### src/rtl/matrix_add_sequencer.sv
// matrix_add_sequencer: walks every (row, col) of a ROWS x COLS matrix in row-major order,
// presenting one element per accepted cycle to a shared matrix-add datapath.
module matrix_add_sequencer #(
    parameter int ROWS  = 10,
    parameter int COLS  = 3,
    parameter int ROW_W = 4,
    parameter int COL_W = 2,
    parameter int IDX_W = 5
) (
    input  logic             clk,
    input  logic             rst_n,
    input  logic             start,
    input  logic             abort,
    input  logic             dp_ready,
    output logic             busy,
    output logic             stmt_en,
    output logic [ROW_W-1:0] row,
    output logic [COL_W-1:0] col,
    output logic [IDX_W-1:0] idx,
    output logic             last,
    output logic             done
);
    typedef enum logic [1:0] {IDLE = 2'd0, RUN = 2'd1, DONE = 2'd2} state_t;
    state_t state, state_n;
    logic [ROW_W-1:0] row_n;
    logic [COL_W-1:0] col_n;
    logic [IDX_W-1:0] idx_n;
    logic wrap, adv, stay, last_n;
    // indices only survive while the walk stays in RUN; every other path clears them
    always_comb begin
        wrap    = col == COL_W'(COLS - 1);
        adv     = state == RUN && dp_ready && !abort && !last;
        state_n = state == IDLE ? (start ? RUN : IDLE) :
                  state == RUN  ? (abort ? IDLE : (dp_ready && last) ? DONE : RUN) : IDLE;
        stay    = state == RUN && state_n == RUN;
        col_n   = !stay ? '0 : adv ? (wrap ? '0 : col + COL_W'(1)) : col;
        row_n   = !stay ? '0 : (adv && wrap) ? row + ROW_W'(1) : row;
        idx_n   = !stay ? '0 : adv ? idx + IDX_W'(1) : idx;
        last_n  = state_n == RUN && row_n == ROW_W'(ROWS - 1) && col_n == COL_W'(COLS - 1);
    end
    always_ff @(posedge clk or negedge rst_n) begin
        if (!rst_n) begin
            state   <= IDLE;
            busy    <= 1'b0;
            stmt_en <= 1'b0;
            done    <= 1'b0;
            last    <= 1'b0;
            row     <= '0;
            col     <= '0;
            idx     <= '0;
        end else begin
            state   <= state_n;
            busy    <= state_n != IDLE;
            stmt_en <= state_n == RUN;
            done    <= state_n == DONE;
            last    <= last_n;
            row     <= row_n;
            col     <= col_n;
            idx     <= idx_n;
        end
    end
endmodule

### config.mk
export PLATFORM = sky130hd
export DESIGN_NAME = matrix_add_sequencer
export DESIGN_NICKNAME = d
export VERILOG_FILES = /design/src/rtl/matrix_add_sequencer.sv
export SDC_FILE = /design/constraint.sdc
export NUM_CORES = 1
export LEC_CHECK = 0
export CAP_MARGIN = 0
export CORE_MARGIN = 8
export CORE_UTILIZATION = 50
export DETAILED_ROUTE_END_ITERATION = 7
export GPL_TIMING_DRIVEN = 0
export PLACE_DENSITY = 0.81
export SLEW_MARGIN = 40
export SYNTH_ARGS = -nofsm -noshare
export SYNTH_HDL_FRONTEND = slang
export SYNTH_SLANG_ARGS = --single-unit
export TNS_END_PERCENT = 30
### constraint.sdc
create_clock -name clk -period 3.1 [get_ports clk]
set_clock_uncertainty 0.15 [all_clocks]
set_input_delay 0.62 -clock clk [delete_from_list [all_inputs] [get_ports clk]]
set_output_delay 0.62 -clock clk [all_outputs]
set_load 0.01 [all_outputs]
# == After elaboration in Yosys (flattened, before gate mapping) ==
# Index checks and enable logic that the tools add are counted.
# op_classes
addsub,3
n_eq_ne,7
muxes,12
reduce_logical,12
# ops
operator,count
$mux W2,7
$mux W5,2
$logic_and A1 B1 Y1,8
$mux W4,2
$eq A2 B2 Y1 const B,3
$add A5 B1 Y5 const B,1
$add A4 B1 Y4 const B,1
$eq A2 B1 Y1 const B,2
$eq A4 B4 Y1 const B,1
$add A2 B1 Y2 const B,1
$logic_not A1 Y1,2
$logic_not A2 Y1,1
$ne A2 B2 Y1 const B,1
$reduce_bool A2 Y1,1
$mux W1,1
# word_totals
reg_bits,17
inputBits,5
output_inout_bits,15
wordCells,42

# == Depth between registers and ports, before layout ==
# depth
ltp_word,11
mapped_depth,5
depth_no_buf,5

# == Worst setup path after synthesis ==
# OpenSTA, ideal clock, no wires.
# synth_path
path_type,input-to-reg
from,in abort
to,reg idx[3]
setup_time_ns,0.125
arrival_ns,1.626
t_required_ns,2.825
path_slack_ns,1.199
cell_stages,5
n_path_buf,1
cell_sequence,nor4bb_1 buf_4 and2_4 nand4_1 mux2_4
# synth_via
elab_chain_len,6
word_cells_on_any_way,10
classes_between,eq/ne: 2; mux: 4; reduce/logical: 4
# synth_lines
element,line_no,source
start: declaration,13,"input logic abort,"
$mux W2 (2 in a row),34,state == RUN ? (abort ? IDLE : (dp_ready && last) ? DONE : RUN) : IDLE;
$mux W2,33,state_n = state == IDLE ? (start ? RUN : IDLE) :
$eq A2 B1 Y1,35,stay = state == RUN && state_n == RUN;
$logic_and A1 B1 Y1,35,
$ne A2 B2 Y1 (no line) or $mux W5 (tied branches),--,
end signal: assignment,59,idx <= idx_n;
end: declaration,19,"output logic [IDX_W-1:0] idx,"
# Parallel ways exist; a longest one is shown, timed or not.
# A chain may end at the register's enable or synchronous reset.

# == Worst setup path in the final report ==
# layout_path
from,in dp_ready
to,reg idx[3]
# layout_via
elab_chain_len,8
word_cells_on_any_way,12
classes_between,eq/ne: 2; mux: 5; reduce/logical: 5
# layout_lines
element,line_no,source
start: declaration,14,"input logic dp_ready,"
$logic_and A1 B1 Y1,34,
$mux W2 (3 in a row),34,
$mux W2,33,
$eq A2 B1 Y1,35,
$logic_and A1 B1 Y1,35,
$ne A2 B2 Y1 (no line) or $mux W5 (tied branches),--,
# Parallel ways exist; a longest one is shown, timed or not.

==> results.sh <==
export IMPL_status="completed"
export IMPL_wl_met1_um=699
export IMPL_dpl_worst_slack_ns=0.555
export IMPL_track_usage_pct=11.4
export IMPL_critPathSlowestCell="sky130_fd_sc_hd__clkdlybuf4s50_1"
export IMPL_syn_instance_count=74
export IMPL_yosys_register_bits=17
export IMPL_synth_lib_cells_used_distinct=25
export IMPL_tritoncts_clock_tree="built"
export IMPL_worstMarginPinSlew_ns=0.452
export IMPL_dieArea_um2=3090
export IMPL_drc=0
export IMPL_crit_start="dp_ready"
export IMPL_dpl_cell_count=109
export IMPL_maxCapViolCount=0
export IMPL_final_core_utilization_pct=68.2
export IMPL_synth_seq_area_share_pct=54.2
export IMPL_reg2reg_to="idx[3]$_DFFE_PN0P_"
export IMPL_grt_pass1_wl_mm=2.83
export IMPL_num_vias=620
export IMPL_whs_ns=0.0785
export IMPL_worstHoldPathType="in -> async"
export IMPL_timing_reg2reg_worst_path_depth=5
export IMPL_final_net_count=105
export IMPL_grt_antenna_before_repair=0
export IMPL_flow_area_growth_from_synthesis_pct=29.5
export IMPL_cts_buffer_depth=2
export IMPL_wirelength_mm=1.65
export IMPL_total_leakage_power_nw=0.434
export IMPL_dr_wl_met3_um=111
export IMPL_met2RoutedLength_um=792
export IMPL_peakVddDrop_uv=283
export IMPL_num_io_pins=20
export IMPL_floorplan_core_area_um2=1490
export IMPL_fp_dieW_um=55.6
export IMPL_clk_root_buffer_cell="sky130_fd_sc_hd__clkbuf_4"
export IMPL_min_period_over_period_pct=72.1
export IMPL_final_critical_path_setup_slack_ns=0.864
export IMPL_place_hpwl_mm=1.24
export IMPL_placement_rows=14
export IMPL_highest_layer="met4"
export IMPL_cts_resized=0
export IMPL_path_cells="clkdlybuf4s50_1 > nor4bb_1 > buf_4 > and2_4 > nand4_1 > mux2_4"
export IMPL_critPathCaptureType="register"
export IMPL_fin_cells=113
export IMPL_critical_path_max_stage_delay_ns=0.51
export IMPL_buffer_ports_inserted=19
export IMPL_fin_setup_tns_ns=0
export IMPL_grt_pass1_vias=628
export IMPL_fmax_mhz=447
export IMPL_period_needed_ns=2.24
export IMPL_ant_nets=0
export IMPL_drt_iter0_markers=3
export IMPL_critical_path_max_fanout=10
export IMPL_cell_area_after_synthesis_um2=785
export IMPL_cp_data_arrival_time_ns=2.27
export IMPL_cp_data_required_time_ns=3.13
export IMPL_finalMaxSlewViolations=0
export IMPL_grt_max_degree=18
export IMPL_drt_pre_antenna_iters=3
export IMPL_cts_hold_buffers=0
export IMPL_layout_drive_gt1_share_pct=9.28
export IMPL_setup_worst_path_end="idx[3]$_DFFE_PN0P_"
export IMPL_cts_sinks=17
export IMPL_drt_wirelength_per_cell_um=14.6
export IMPL_cts_made_buffers=3
export IMPL_timing_max_slew_rel_slack_pct=69.9
export IMPL_rsz_0062_raised_after_global_routing="no"
export IMPL_diodes=0
export IMPL_cell_pwr_density_nw_per_um2=389
export IMPL_synthesis_area_per_instance_um2=10.6
export IMPL_setup_reg_to_reg_worst_slack_ns=1.29
export IMPL_ctsHtreeMaxLevel=1
export IMPL_die_height_um=55.6
export IMPL_setup_worst_path_start_class="input pin"
export IMPL_synthesis_yosys_warnings=0
export IMPL_timing_final_setup_violations=0
export IMPL_detail_route_vias_per_cell=5.49
export IMPL_final_estimated_routing_congestion_in_global_placement=0.713
export IMPL_clkSlewWorstSetupHoldPaths_ns=0.10
export IMPL_cts_setup_buffers=0
export IMPL_r2r_start="state[1]$_DFF_PN0_"
export IMPL_synth_nets=81
export IMPL_globalRoute_totalOverflow=0
export IMPL_initial_core_util_pct=52.7
export IMPL_worst_skew_pair_late_latency_ns=0.29
export IMPL_timing_setup_critical_path_class="in -> reg"
export IMPL_hold_violations=0
==> synth_stat cells <==
| cell type | count | area, um^2 |
|---|---|---|
| sky130_fd_sc_hd__a2111oi_2 | 1 | 15.0 |
| sky130_fd_sc_hd__a211o_1 | 1 | 8.76 |
| sky130_fd_sc_hd__a21o_1 | 1 | 7.51 |
| sky130_fd_sc_hd__a21oi_1 | 7 | 35.0 |
| sky130_fd_sc_hd__and2_1 | 3 | 18.8 |
| sky130_fd_sc_hd__and2_4 | 1 | 8.76 |
| sky130_fd_sc_hd__and3_1 | 1 | 6.26 |
| sky130_fd_sc_hd__buf_4 | 1 | 7.51 |
| sky130_fd_sc_hd__clkbuf_1 | 1 | 3.75 |
| sky130_fd_sc_hd__dfrtp_1 | 17 | 425 |
| sky130_fd_sc_hd__ha_1 | 2 | 25.0 |
| sky130_fd_sc_hd__inv_1 | 2 | 7.51 |
| sky130_fd_sc_hd__mux2_4 | 1 | 15.0 |
| sky130_fd_sc_hd__nand2_1 | 8 | 30.0 |
| sky130_fd_sc_hd__nand2b_1 | 2 | 12.5 |
| sky130_fd_sc_hd__nand3_1 | 4 | 20.0 |
| sky130_fd_sc_hd__nand3b_1 | 1 | 7.51 |
| sky130_fd_sc_hd__nand3b_2 | 1 | 11.3 |
| sky130_fd_sc_hd__nand4_1 | 2 | 12.5 |
| sky130_fd_sc_hd__nor2_1 | 8 | 30.0 |
| sky130_fd_sc_hd__nor3b_1 | 1 | 7.51 |
| sky130_fd_sc_hd__nor4bb_1 | 1 | 10.0 |
| sky130_fd_sc_hd__or3_1 | 1 | 6.26 |
| sky130_fd_sc_hd__xnor2_1 | 1 | 8.76 |
| sky130_fd_sc_hd__xor2_1 | 5 | 43.8 |
==> critical path, delay by kind of cell <==
kind	cells	cell delay [ns]
and+or+nand+nor	3	0.61
buffers and inverters	2	0.73
muxes	1	0.31
==> flip-flops by register name (all words and copies together) (netlist names) <==
| register | cells |
|---|---|
| idx | 5 |
| row | 4 |
| col | 2 |
| state | 2 |
| busy | 1 |
| done | 1 |
| last | 1 |
| stmt_en | 1 |
==> cells by family (layout without fill, tap and decap cells) <==
kind of cell / after synthesis / after routing / synth area share [%]
adder cells (fa/ha/maj): 2 / 2 / 3.19
buffers and inverters: 4 / 27 / 2.39
AND/OR/NAND/NOR: 34 / 34 / 23.1
XOR/XNOR: 6 / 6 / 6.70
flip-flops: 17 / 17 / 54.2
multiplexers: 1 / 1 / 1.91
AO/OA/AOI/OAI: 10 / 10 / 8.45
==> worst min path at each step <==
stage | start | depth (start not counted) | end | slack, ns
global route | rst_n | 1 | idx[3]$_DFFE_PN0P_ | 0.11
finish | rst_n | 1 | idx[3]$_DFFE_PN0P_ | 0.08
global placement | state[1]$_DFF_PN0_ | 1 | stmt_en$_DFF_PN0_ | 0.33
detailed placement | state[1]$_DFF_PN0_ | 1 | busy$_DFF_PN0_ | 0.35
CTS | state[1]$_DFF_PN0_ | 1 | busy$_DFF_PN0_ | 0.36
floorplan | rst_n | 0 | busy$_DFF_PN0_ | 0.17
==> where the power goes <==
part | internal [mW] | leakage [nW] | switching [mW]
Sequential | 0.228 | 0.231 | 0.00320
Clock | 0.0500 | 0.0150 | 0.0680
Combinational | 0.0218 | 0.188 | 0.0242
Total | 0.300 | 0.434 | 0.0954
==> layout make-up <==
class                   count  area, um^2
fillers                   120         473
multi-input cells          53         340
flip-flops and latches     17         425
inverters                   2        7.51
clock buffers               4        26.3
plain buffers               2        11.3
repair buffers             19         185
well taps                  16        20.0
==> per-stage QoR <==
stage	power [mW]	cell area (um^2)
floorplan	0.258	785
global placement	0.282	995
detailed placement	0.283	995
CTS	0.399	1020
global route	0.414	1020
finish	0.395	1020
==> layer usage <==
metal | up-vias | track usage [%]
met1 | 303 | 11.8
li1 | 298 | -
met4 | 0 | 8.45
met2 | 15 | 18.6
met3 | 4 | 3.88
met5 | - | 0
==> layout by cell type (no fill, tap or decap), drive strengths merged, types with 2 or more instances in the layout <==
master         netlist  routed
nand2b               2       2
inv                  2       2
ha                   2       2
clkdlybuf4s50        0      18
buf                  1       2
nand3                4       4
xor2                 5       5
nand2                8       8
clkbuf               1       5
a21oi                7       7
and2                 4       4
nand4                2       2
dfrtp               17      17
nand3b               2       2
nor2                 8       8
Note: power is estimated with default switching activity, not from simulation.
